--- config.mk ---
export PLATFORM = sky130hd
export DESIGN_NAME = vigenere_stream_cipher
export DESIGN_NICKNAME = d
export VERILOG_FILES = /design/src/rtl/vigenere_stream_cipher.sv
export SDC_FILE = /design/constraint.sdc
export NUM_CORES = 1
export LEC_CHECK = 0
export ABC_AREA = 1
export CORE_MARGIN = 3
export CORE_UTILIZATION = 55
export DETAILED_ROUTE_END_ITERATION = 10
export GPL_TIMING_DRIVEN = 1
export PLACE_DENSITY = 0.75
export RECOVER_POWER = 100
export SYNTH_ARGS = -nofsm -noshare
export SYNTH_HDL_FRONTEND = slang
export SYNTH_SLANG_ARGS = --single-unit
--- constraint.sdc ---
create_clock -name clock -period 6.13 [get_ports clock]
set_input_delay 1.226 -clock clock [delete_from_list [all_inputs] [get_ports clock]]
set_output_delay 1.226 -clock clock [all_outputs]
set_load 0.1 [all_outputs]
--- src/rtl/vigenere_stream_cipher.sv ---
// vigenere_stream_cipher: streaming Vigenere encrypt/decrypt engine with a
// runtime-loadable key of up to KEY_LEN uppercase letters and a single
// valid/ready output register stage.
// Optional build macro VIGENERE_LOWERCASE_EN: when defined, 'a'..'z' are
// ciphered (staying lowercase) and advance the key index; otherwise they
// pass through like any other non-letter.
module vigenere_stream_cipher #(
  parameter int KEY_LEN = 16,
  parameter int IDX_W   = $clog2(KEY_LEN + 1)
) (
  input  logic             clock,
  input  logic             reset,
  input  logic [7:0]       keyChar,
  input  logic             keyWrite,
  input  logic             keyClear,
  input  logic             decrypt,
  input  logic [7:0]       inChar,
  input  logic             inValid,
  output logic             inReady,
  output logic [7:0]       outChar,
  output logic             outValid,
  input  logic             outReady,
  output logic [IDX_W-1:0] keyLen,
  output logic             keyError
);

  localparam int               ADDR_W  = $clog2(KEY_LEN);
  localparam logic [IDX_W-1:0] KEY_MAX = IDX_W'(KEY_LEN);
  localparam logic [IDX_W-1:0] IDX_ONE = IDX_W'(1);

  typedef enum logic {EMPTY, RUN} state_t;

  // Key storage holds the shift amount (0..25) rather than the raw letter.
  logic [4:0] key_mem [KEY_LEN];

  state_t           state_q, state_d;
  logic [IDX_W-1:0] key_len_q, key_len_d;
  logic [IDX_W-1:0] idx_q, idx_d;
  logic [7:0]       out_char_q, out_char_d;
  logic             out_valid_q, out_valid_d;
  logic             key_error_q, key_error_d;

  logic             key_char_ok;
  logic             key_wr_ok;
  logic             in_ready_c;
  logic             accept;
  logic [4:0]       key_sel;

  function automatic logic is_upper(input logic [7:0] c);
    return (c >= 8'h41) && (c <= 8'h5A);
  endfunction

  function automatic logic is_lower(input logic [7:0] c);
`ifdef VIGENERE_LOWERCASE_EN
    return (c >= 8'h61) && (c <= 8'h7A);
`else
    return (c == 8'h00) && (c != 8'h00);
`endif
  endfunction

  function automatic logic is_letter(input logic [7:0] c);
    return is_upper(c) || is_lower(c);
  endfunction

  // Letters occupy 0x41..0x5A / 0x61..0x7A, so bits [7:6] are always 2'b01
  // and the alphabet position lives entirely in the low six bits.
  function automatic logic [7:0] cipher_char(input logic [7:0] c,
                                             input logic [4:0] s,
                                             input logic       dec);
    logic [5:0] base;
    logic [5:0] p;
    logic [5:0] sum;
    base = is_lower(c) ? 6'h21 : 6'h01;
    p    = c[5:0] - base;
    if (dec) sum = p + 6'd26 - {1'b0, s};
    else     sum = p + {1'b0, s};
    if (sum >= 6'd26) sum = sum - 6'd26;
    return is_letter(c) ? {2'b01, base + sum} : c;
  endfunction

  // Handshake qualification, key write acceptance and the next-state logic.
  always_comb begin
    key_char_ok = is_upper(keyChar);
    key_wr_ok   = keyWrite && key_char_ok && (key_len_q < KEY_MAX) && !out_valid_q;
    in_ready_c  = (state_q == RUN) && !keyWrite && (!out_valid_q || outReady);
    accept      = inValid && in_ready_c;
    key_sel     = key_mem[idx_q[ADDR_W-1:0]];

    state_d     = state_q;
    key_len_d   = key_len_q;
    idx_d       = idx_q;
    out_char_d  = out_char_q;
    out_valid_d = out_valid_q;
    key_error_d = key_error_q;

    if (keyClear) begin
      state_d     = EMPTY;
      key_len_d   = '0;
      idx_d       = '0;
      out_valid_d = 1'b0;
      key_error_d = 1'b0;
    end else begin
      if (keyWrite) begin
        if (key_wr_ok) begin
          state_d   = RUN;
          key_len_d = key_len_q + IDX_ONE;
        end else begin
          key_error_d = 1'b1;
        end
      end
      if (accept) begin
        out_char_d  = cipher_char(inChar, key_sel, decrypt);
        out_valid_d = 1'b1;
        if (is_letter(inChar)) begin
          idx_d = (idx_q == key_len_q - IDX_ONE) ? '0 : idx_q + IDX_ONE;
        end
      end else if (outReady) begin
        out_valid_d = 1'b0;
      end
    end
  end

  // Control and output registers, asynchronously reset.
  always_ff @(posedge clock or posedge reset) begin
    if (reset) begin
      state_q     <= EMPTY;
      key_len_q   <= '0;
      idx_q       <= '0;
      out_char_q  <= '0;
      out_valid_q <= 1'b0;
      key_error_q <= 1'b0;
    end else begin
      state_q     <= state_d;
      key_len_q   <= key_len_d;
      idx_q       <= idx_d;
      out_char_q  <= out_char_d;
      out_valid_q <= out_valid_d;
      key_error_q <= key_error_d;
    end
  end

  // Key storage write; contents are don't-care after reset or clear.
  always_ff @(posedge clock) begin
    if (!keyClear && key_wr_ok) begin
      key_mem[key_len_q[ADDR_W-1:0]] <= keyChar[4:0] - 5'd1;
    end
  end

  assign inReady  = in_ready_c;
  assign outChar  = out_char_q;
  assign outValid = out_valid_q;
  assign keyLen   = key_len_q;
  assign keyError = key_error_q;

endmodule
======== Yosys cells after proc, flatten, opt, wreduce, memory -nomap -nowiden ========
Memories as Yosys holds them, arrays and structs flattened.
Cells that the tools add are included.
operators by class
  mux-type cells .......................... 26
  reductions and logical operators ........ 26
  bitwise logic cells ..................... 1
  order comparisons ....................... 6
  add/sub/neg operators ................... 10
  eq/ne operators ......................... 2
operators by type and width
  operator               count
  $mux W6                7
  $mux W5                7
  $ge A8 B7 Y1 const B   2
  $le A8 B7 Y1 const B   2
  $mux W1                11
  $add A5 B1 Y5 const B  2
  $logic_and A1 B1 Y1    10
  $sub A5 B1 Y5 const B  2
  $logic_not A8 Y1       1
  $mux W8                1
  $reduce_and A2 Y1      4
  $reduce_bool A2 Y1     4
  $reduce_bool A8 Y1     1
  $add A6 B5 Y6          1
  $add A6 B5 Y6 const B  1
  $add A6 B6 Y6          1
  $ge A6 B5 Y1 const B   1
  $sub A6 B5 Y6          1
  $sub A6 B5 Y6 const B  1
  $sub A6 B6 Y6          1
  $eq A5 B5 Y1           1
  $lt A5 B5 Y1 const B   1
  $logic_not A1 Y1       3
  $reduce_bool A3 Y1     1
  3 further kinds        4
storage, ports and cells
  bits of input ports ..................... 23
  memories kept ........................... 1
  logic and storage cells ................. 78
  flip-flop bits (word level) ............. 21
  output and inout port bits .............. 16
  memory bits (writable) .................. 80
memory list
  memory   words  bits a word  rd ports  clocked after memory_dff  write ports  RTL line  RTL
  key_mem  16     5            1         0                         1            34        logic [4:0] key_mem [KEY_LEN];

======== Depth between registers and ports, before layout ========
Gate-level depths: netlist of run 1.
  word-level depth ........................ 15
  depth in mapped cells ................... 28
  mapped depth without buffers ............ 26

======== Worst setup path after synthesis of run 1 ========
No wires, ideal clock.
  kind .................................... input-to-output
  start point ............................. input keyWrite
  end point ............................... output inReady
  buffers on the path ..................... 0
  data arrival time ....................... 3.372 ns
  slack ................................... 1.532 ns
  required time ........................... 4.904 ns
  stages on the path ...................... 1
  cell sequence ........................... nor3_1
between the ends
  longest elaborated chain between the ends .. 3
ends and longest elaborated chain
  what                               RTL line  RTL
  from (decl)                        14        input logic keyWrite,
  $logic_not A1 Y1                   85        in_ready_c = (state_q == RUN) && !keyWrite && (!out_valid_q || outReady);
  $logic_and A1 B1 Y1 (2 in series)  85
  to (decl)                          19        output logic inReady,
No other way between the ends.

======== Worst setup path in the final report of run 1 ========
  start point ............................. input inChar[0]
  end point ............................... register out_char_q[2] (netlist: outChar[2])
between the ends
  longest elaborated chain between the ends .. 15
  elaborated cells on any way between the ends .. 22
  those cells by class .................... 6 x add/sub; 3 x order compare; 8 x mux; 5 x reduce/logical
ends and longest elaborated chain
  what                                                    RTL line  RTL
  from (decl)                                             17        input logic [7:0] inChar,
  $logic_not A8 Y1 or $reduce_bool A8 Y1 (tied branches)  57        return (c == 8'h00) && (c != 8'h00);
  $logic_and A1 B1 Y1                                     57
  $mux W6                                                 73        base = is_lower(c) ? 6'h21 : 6'h01;
  $sub A6 B6 Y6                                           74        p = c[5:0] - base;
  $add A6 B5 Y6                                           75        if (dec) sum = p + 6'd26 - {1'b0, s};
  $sub A6 B5 Y6                                           75
  $mux W6                                                 75
  $mux W6                                                 111       if (accept) begin
  $mux W6                                                 96        if (keyClear) begin
  $ge A6 B5 Y1                                            77        if (sum >= 6'd26) sum = sum - 6'd26;
  $mux W6                                                 77
  $mux W6                                                 111
  $mux W6                                                 96
  $add A6 B6 Y6                                           78        return is_letter(c) ? {2'b01, base + sum} : c;
  $mux W8 (*)                                             78
  to (signal assigned)                                    136       out_char_q <= out_char_d;
  to (decl)                                               39        logic [7:0] out_char_q, out_char_d;
Every way passes the cells marked *; elsewhere a longest branch is shown, timed or not. The select of a mux whose other input is x is not followed.
A chain may end at the register's enable or synchronous reset.

==> out/qor.csv, run 1 <==
metric,value,unit
row count,35,
syn nets,596,
Hold/Removal Path Class,flop to flop,
reg2reg start,idx_q[1],
Core Region,0.00942,mm^2
Async SR Flop Fraction,0.208,
cts-stage hold buffer count,0,
worst path required time,6.44,ns
Leakage Power,0.00243,uW
commonest cells in the synthesized netlist,"nand2_1 (92), edfxtp_1 (80), nor2_1 (62), inv_1 (53)",
Synth top area share,0.441,
die height,105,um
TritonRoute pass-1 iters,6,
global route overflow,0,
post-CTS setup buffers,0,
CP bufs+invs,6,
Synth-to-Final Area Change,12.1,%
CTS tree,yes,
Pins Over Slew Limit,0,
hold path depth,2,
clk sinks,101,
Max VDD drop,0.000146,V
hold path endpoint,outChar[4],
"slowest stage cell, crit path",dlygate4sd3_1,
fmax,0.212,GHz
Post-Syn Instances,544,
WL final,11700,um
CP Class,primary input to flop,
antenna violation net count after detailed routing,0,
initial antenna violation count,0,
first-pass GRT wire length,19200,um
post-layout util,0.648,
Vias/cell,5.63,
Crit path max-delay family,simple AND/OR/NAND/NOR gates,
sequential cell fraction of total power,0.518,
Die ar.,0.0111,mm^2
Pwr per Cell Area,241,mW/mm^2
register area share after synthesis,0.538,
CP peak stage delay,0.59,ns
Psw,469,uW
Clock Latency Late Sink,0.37,ns
R2R Setup Slk,1.64,ns
HPWL Detailed,8470,um
internal power,1000,uW
Setup TNS,0,ns
share of cells above drive strength 1,0.0670,
clock network fraction of total power,0.282,
number of synthesized register bits,101,
Initial DRC Count,299,
clock tree buffer depth,2,
total CTS buffers,9,
Total GRT Usage,0.217,
cells along the critical path,"dlygate4sd3_1, inv_1, ha_1, nand3_1, nor2_1, inv_1, nand2_1, inv_1, ha_1, inv_1, ha_1, a21oi_1, nand2_1, nand3b_1, nand3_1, nand3_1, nand2_4, nand2_1, ha_1, inv_1, nor2_1, o21ai_0, nand2_1, nand2_1",
DRC violations left,0,
worst r2r dst,outChar[2],
Sw Share,0.319,
post-DR wirelength/cell,16.4,um
Logic pwr share,0.200,
Fill cells,742,
# IOs,39,
max_cap viols,0,
Vias,4000,
Routability Congestion,0.894,
Tcrit/Tclk final,0.769,
Post-Syn Area per Cell,10.0,um^2
starting density of the core,0.578,
number of synthesized flops with an enable pin,80,
Final setup viols,0,
H-tree depth,3,
RSZ-0062 raised after global routing,false,
crit path max fanout,7,
nets,629,
clk_skew,0.0151,ns
post_cts resized,0,
element type at the critical path start,primary input,
largest area contributor in the netlist,edfxtp_1,
Synth cell types,42,
synthesized cell area,0.00544,mm^2
PortBufs,38,
worst-margin pin slew,1.25,ns
"Top FF cell, synth",edfxtp_1,
most common cell in the netlist,nand2_1,
yosys warns,0,
Root Driver,clkbuf_8,
Critical Path Sink Type,flop,
largest cells by area after synthesis,"edfxtp_1 (44%), dfrtp_1 (9.7%), nand2_1 (6.3%)",
vias in the first global route,3819,
outcome,"complete, no violations",
n_diodes,0,
largest net degree at the start of global routing,44,
Worst-path clk slew,0.10,ns
slew margin rel.,0.163,
Hold Crit Start,outChar[4],
min Tclk post-route,4.71,ns
DIE WIDTH,105,um
critical path arrival,5.02,ns
hold violation count in the final report,0,
worst r2r path cells,22,
==> metrics by stage <==
step           hold WS, ns  cell area, um^2  cells  worst slack, ns  power [uW]
2_1_floorplan        0.497             5440    544             1.53        1000
3_3_place_gp         0.463             5930    695             1.46        1070
3_5_place_dp         0.469             5930    695             1.33        1080
4_1_cts              0.500             6130    711             1.72        1490
5_1_grt              0.516             6100    711            0.969        1530
6_report             0.492             6100    711             1.42        1470
==> worst max path at each step <==
| stage | startpoint | endpoint | slack [ns] | depth (start not counted) |
|---|---|---|---|---|
| 4_1_cts | inChar[0] | outChar[2] | 1.72 | 21 |
| 6_report | inChar[0] | outChar[2] | 1.42 | 24 |
| 5_1_grt | inChar[0] | outChar[4] | 0.97 | 25 |
| 2_1_floorplan | keyWrite | inReady | 1.53 | 1 |
| 3_3_place_gp | inChar[0] | outChar[2] | 1.46 | 20 |
| 3_5_place_dp | inChar[0] | outChar[2] | 1.33 | 21 |
==> power groups by stage <==
stage	sequential [uW]	clock, uW	combinational, uW
2_1_floorplan	856	0	147
3_3_place_gp	778	0	297
3_5_place_dp	778	0	305
4_1_cts	763	424	306
5_1_grt	764	446	323
6_report	762	415	295
==> per-layer routing <==
layer / track usage / up-vias / wire length (um)
met5: 0 / - / 0
met4: 0.0581 / 0 / 205
met3: 0.0392 / 21 / 642
met2: 0.378 / 129 / 5940
met1: 0.279 / 1904 / 4880
li1: - / 1946 / -
==> cells in the final DEF (no fill, tap or decap), drive strengths merged, types with 2 or more instances in the layout <==
cell,Yosys,routed
nor2,65,65
dlygate4sd3,0,20
xor2,11,11
nor3,8,8
nand3,34,34
xnor2,4,4
edfxtp,80,80
ha,27,27
o221ai,16,16
clkdlybuf4s50,0,18
clkbuf,18,10
buf,2,3
a21oi,21,21
nand2,98,98
nand4,8,8
dfrtp,21,21
o21ai,32,32
inv,57,60
o41ai,2,2
o211ai,4,4
nand3b,3,3
o32ai,4,4
clkinv,2,6
or2,3,3
fa,2,2
mux2i,16,16
==> kinds of logic after synthesis <==
logic type | synth area share
muxes | 0.0294
buffers and inverters | 0.0568
and+or+nand+nor | 0.182
AOI/OAI and AO/OA | 0.100
DFF | 0.538
xor gates and xnor gates | 0.0241
adders and majority gates | 0.0694
==> flip-flops by register name, summed over array words and instances, names as in the netlist <==
| register | cells |
|---|---|
| keyLen | 5 |
| outValid | 1 |
| idx_q | 5 |
| key_mem | 80 |
| state_q | 1 |
| outChar | 8 |
| keyError | 1 |
==> worst min-delay path, cell delays in order, from the launching register on <==
cell	delay [ns]
dfrtp_1	0.36
nand2_1	0.05
nand2_1	0.05
==> area by class of cell <==
type                            count  area, um^2  share of cell area
Sequential cell                   101        2930               0.480
Multi-Input combinational cell    364        2180               0.358
Timing Repair Buffer               42         407              0.0667
Inverter                           59         221              0.0363
Tap cell                          129         161              0.0265
Clock buffer                        9         124              0.0203
Clock inverter                      7        77.6              0.0127
No activity file was read; power rests on OpenSTA's default activity.
==> inputs of run 2 (changes only) <==
--- a/config.mk
+++ b/config.mk
@@ -7,10 +7,10 @@
 export LEC_CHECK = 0
 export ABC_AREA = 1
 export CORE_MARGIN = 3
-export CORE_UTILIZATION = 55
+export CORE_UTILIZATION = 53
 export DETAILED_ROUTE_END_ITERATION = 10
 export GPL_TIMING_DRIVEN = 1
-export PLACE_DENSITY = 0.75
+export PLACE_DENSITY = 0.76
 export RECOVER_POWER = 100
 export SYNTH_ARGS = -nofsm -noshare
 export SYNTH_HDL_FRONTEND = slang
==> constraint.sdc (replaced) <==
create_clock -name clock -period 4 [get_ports clock]
set_input_delay 0.8 -clock clock [delete_from_list [all_inputs] [get_ports clock]]
set_output_delay 0.8 -clock clock [all_outputs]
set_load 0.1 [all_outputs]
==> run 2 against run 1 <==
  * Via count grew 7.3%
  * Sequential cell count did not move
  * Sequential power up 54%
  * Clock power is 53% higher
  * Wire length is 11% higher
  * Clock skew down 0.0054 ns
  * Core utilization is 2.1 points higher
  * Combinational power is 73% higher
  * Critical path type is now flop to flop
==> out/qor.csv, run 2 (synthesized netlist as in run 1, its figures left out) <==
metric,value,unit,change
antenna violation net count after detailed routing,0,,unchanged
Core Region,0.00986,mm^2,was 0.00942 mm^2
n_diodes,0,,unchanged
clk_skew,0.00970,ns,was 0.0151 ns
Synth-to-Final Area Change,21.3,%,was 12.1%
Initial DRC Count,373,,was 299
Leakage Power,0.00265,uW,was 0.00243 uW
outcome,"complete, no violations",,unchanged
TritonRoute pass-1 iters,5,,was 6
CTS tree,yes,,unchanged
vias in the first global route,4146,,was 3819
CP peak stage delay,0.58,ns,was 0.59 ns
worst-margin pin slew,1.17,ns,was 1.25 ns
hold path depth,2,,unchanged
Root Driver,clkbuf_8,,unchanged
"slowest stage cell, crit path",dfrtp_4,,was dlygate4sd3_1
hold path endpoint,outChar[4],,unchanged
nets,667,,was 629
global route overflow,0,,unchanged
WL final,12900,um,was 11700 um
R2R Setup Slk,0.17,ns,was 1.64 ns
Register Area,0.00293,mm^2,about the same
Die ar.,0.0115,mm^2,was 0.0111 mm^2
Crit path max-delay family,simple AND/OR/NAND/NOR gates,,unchanged
Max VDD drop,0.000303,V,was 0.000146 V
worst hold slack,0.485,ns,was 0.492 ns
slew margin rel.,0.223,,was 0.163
crit-path most repeated cell,nand2_1,,
Hold Crit Start,outChar[4],,unchanged
max_cap viols,0,,unchanged
Pwr per Cell Area,351,mW/mm^2,was 241 mW/mm^2
starting density of the core,0.552,,was 0.578
Fill cells,715,,was 742
critical path depth in cells,23,,was 24
cells along the critical path,"inv_4, buf_12, nor2_1, o221ai_1, nand3_1, nand2_1, inv_1, ha_2, fa_2, nand2_1, nand2_2, nor2_1, a21oi_2, nand2_4, nand3_4, nand2_4, nand2_4, ha_2, inv_1, nor2_2, o21ai_0, nand2_1, nand2_1",,"was dlygate4sd3_1, inv_1, ha_1, nand3_1, nor2_1, inv_1, nand2_1, inv_1, ha_1, inv_1, ha_1, a21oi_1, nand2_1, nand3b_1, nand3_1, nand3_1, nand2_4, nand2_1, ha_1, inv_1, nor2_1, o21ai_0, nand2_1, nand2_1"
reg2reg start,idx_q[0],,was idx_q[1]
H-tree depth,3,,unchanged
die height,107,um,was 105 um
min Tclk post-route,3.83,ns,
clk sinks,101,,unchanged
first-pass GRT wire length,19900,um,was 19200 um
share of cells above drive strength 1,0.160,,was 0.0670
Vias,4293,,was 4000
worst path required time,4.28,ns,was 6.44 ns
total CTS buffers,9,,unchanged
HPWL Detailed,9050,um,was 8470 um
clock tree buffer depth,2,,unchanged
Tcrit/Tclk final,0.957,,
DRC violations left,0,,unchanged
PortBufs,38,,unchanged
critical path arrival,4.11,ns,was 5.02 ns
Worst-path clk slew,0.10,ns,about the same
"commonest non-fill, non-tap cells in the layout","nand2_1 (89), edfxtp_1 (80), nor2_1 (61)",,"was nand2_1 (93), edfxtp_1 (80), nor2_1 (62)"
worst r2r path cells,23,,was 22
initial antenna violation count,0,,unchanged
Pins Over Slew Limit,0,,unchanged
"commonest non-fill, non-tap cell in the layout",nand2_1,,unchanged
DIE WIDTH,107,um,was 105 um
Total GRT Usage,0.221,,was 0.217
crit path max fanout,10,,was 7
CP Class,flop to flop,,was primary input to flop
Clock Latency Late Sink,0.38,ns,was 0.37 ns
Critical Path Sink Type,flop,,unchanged
Hold/Removal Path Class,flop to flop,,unchanged
fmax,0.261,GHz,
Routability Congestion,0.899,,was 0.894
element type at the critical path start,flop,,was primary input
Largest register FFs,80,,unchanged
row count,36,,was 35
# IOs,39,,unchanged
post-DR wirelength/cell,17.2,um,was 16.4 um
Vias/cell,5.70,,was 5.63
area of the multi-input gates,0.00229,mm^2,was 0.00218 mm^2
Final setup viols,0,,unchanged
hold violation count in the final report,0,,unchanged
worst r2r dst,outChar[2],,unchanged
largest net degree at the start of global routing,26,,was 44
CP bufs+invs,4,,was 6
post-layout util,0.669,,was 0.648
## run 2: cell count changes in the layout (fill, tap and decap cells not counted), sizes merged
cell / before / now
clkbuf: 10 / 18
clkdlybuf4s50: 18 / 19
inv: 60 / 61
dlygate4sd3: 20 / 18
buf: 3 / 34
clkinv: 6 / 5
## run 2: what timing repair did
item	in CTS	in global routing
endpoints found under the setup margin	0	5
hold buffers	0	0
setup buffers	0	6
resized for setup	0	38
## run 2: layer usage
metal / vias to the layer above / part of all wire / track usage
li1: 2022 / - / -
met1: 2068 / 0.39 / 0.280
met2: 156 / 0.51 / 0.374
met3: 47 / 0.056 / 0.0348
met4: 0 / 0.044 / 0.104
met5: - / 0 / 0
## run 2: power by group
group | internal (uW) | switching [uW]
Combinational | 166 | 345
Clock | 247 | 388
Sequential | 1160 | 8.98
Total | 1570 | 743
## run 2: area by class of cell
class / instances / area share
Clock buffer: 9 / 0.0188
Clock inverter: 7 / 0.0118
Inverter: 59 / 0.0339
Multi-Input combinational cell: 364 / 0.347
Sequential cell: 101 / 0.444
Tap cell: 133 / 0.0252
Timing Repair Buffer: 80 / 0.120
## run 2: through the flow
| stage | cells | total power (uW) | setup TNS [ns] | area, um^2 | worst slack, ns |
|---|---|---|---|---|---|
| 6_report | 753 | 2310 | 0 | 6600 | 0.172 |
| 5_1_grt | 753 | 2410 | -0.0495 | 6600 | -0.0262 |
| 2_1_floorplan | 544 | 1540 | 0 | 5450 | 0.370 |
| 3_3_place_gp | 727 | 1680 | -0.0570 | 6160 | -0.0344 |
| 4_1_cts | 743 | 2320 | 0 | 6360 | 0.0628 |
| 3_5_place_dp | 727 | 1700 | -0.635 | 6160 | -0.172 |
## run 2: how the worst max path moves through the flow
stage	startpoint	end	slack, ns
finish	idx_q[0]	outChar[2]	0.17
global route	idx_q[0]	outChar[4]	-0.03
CTS	idx_q[0]	outChar[2]	0.06
detailed placement	inChar[1]	outChar[2]	-0.17
global placement	inChar[1]	outChar[2]	-0.03
floorplan	idx_q[0]	outChar[2]	0.37
## run 2: worst reg2reg max path, cell delays in order, from the launching register on
cell      delay, ns
dfrtp_4        0.58
inv_4          0.12
buf_12         0.14
nor2_1         0.05
o221ai_1       0.30
nand3_1        0.18
nand2_1        0.14
inv_1          0.07
ha_2           0.34
fa_2           0.57
nand2_1        0.06
nand2_2        0.10
nor2_1         0.05
a21oi_2        0.18
nand2_4        0.09
nand3_4        0.10
nand2_4        0.06
nand2_4        0.06
ha_2           0.19
inv_1          0.05
nor2_2         0.11
o21ai_0        0.09
nand2_1        0.07
nand2_1        0.05
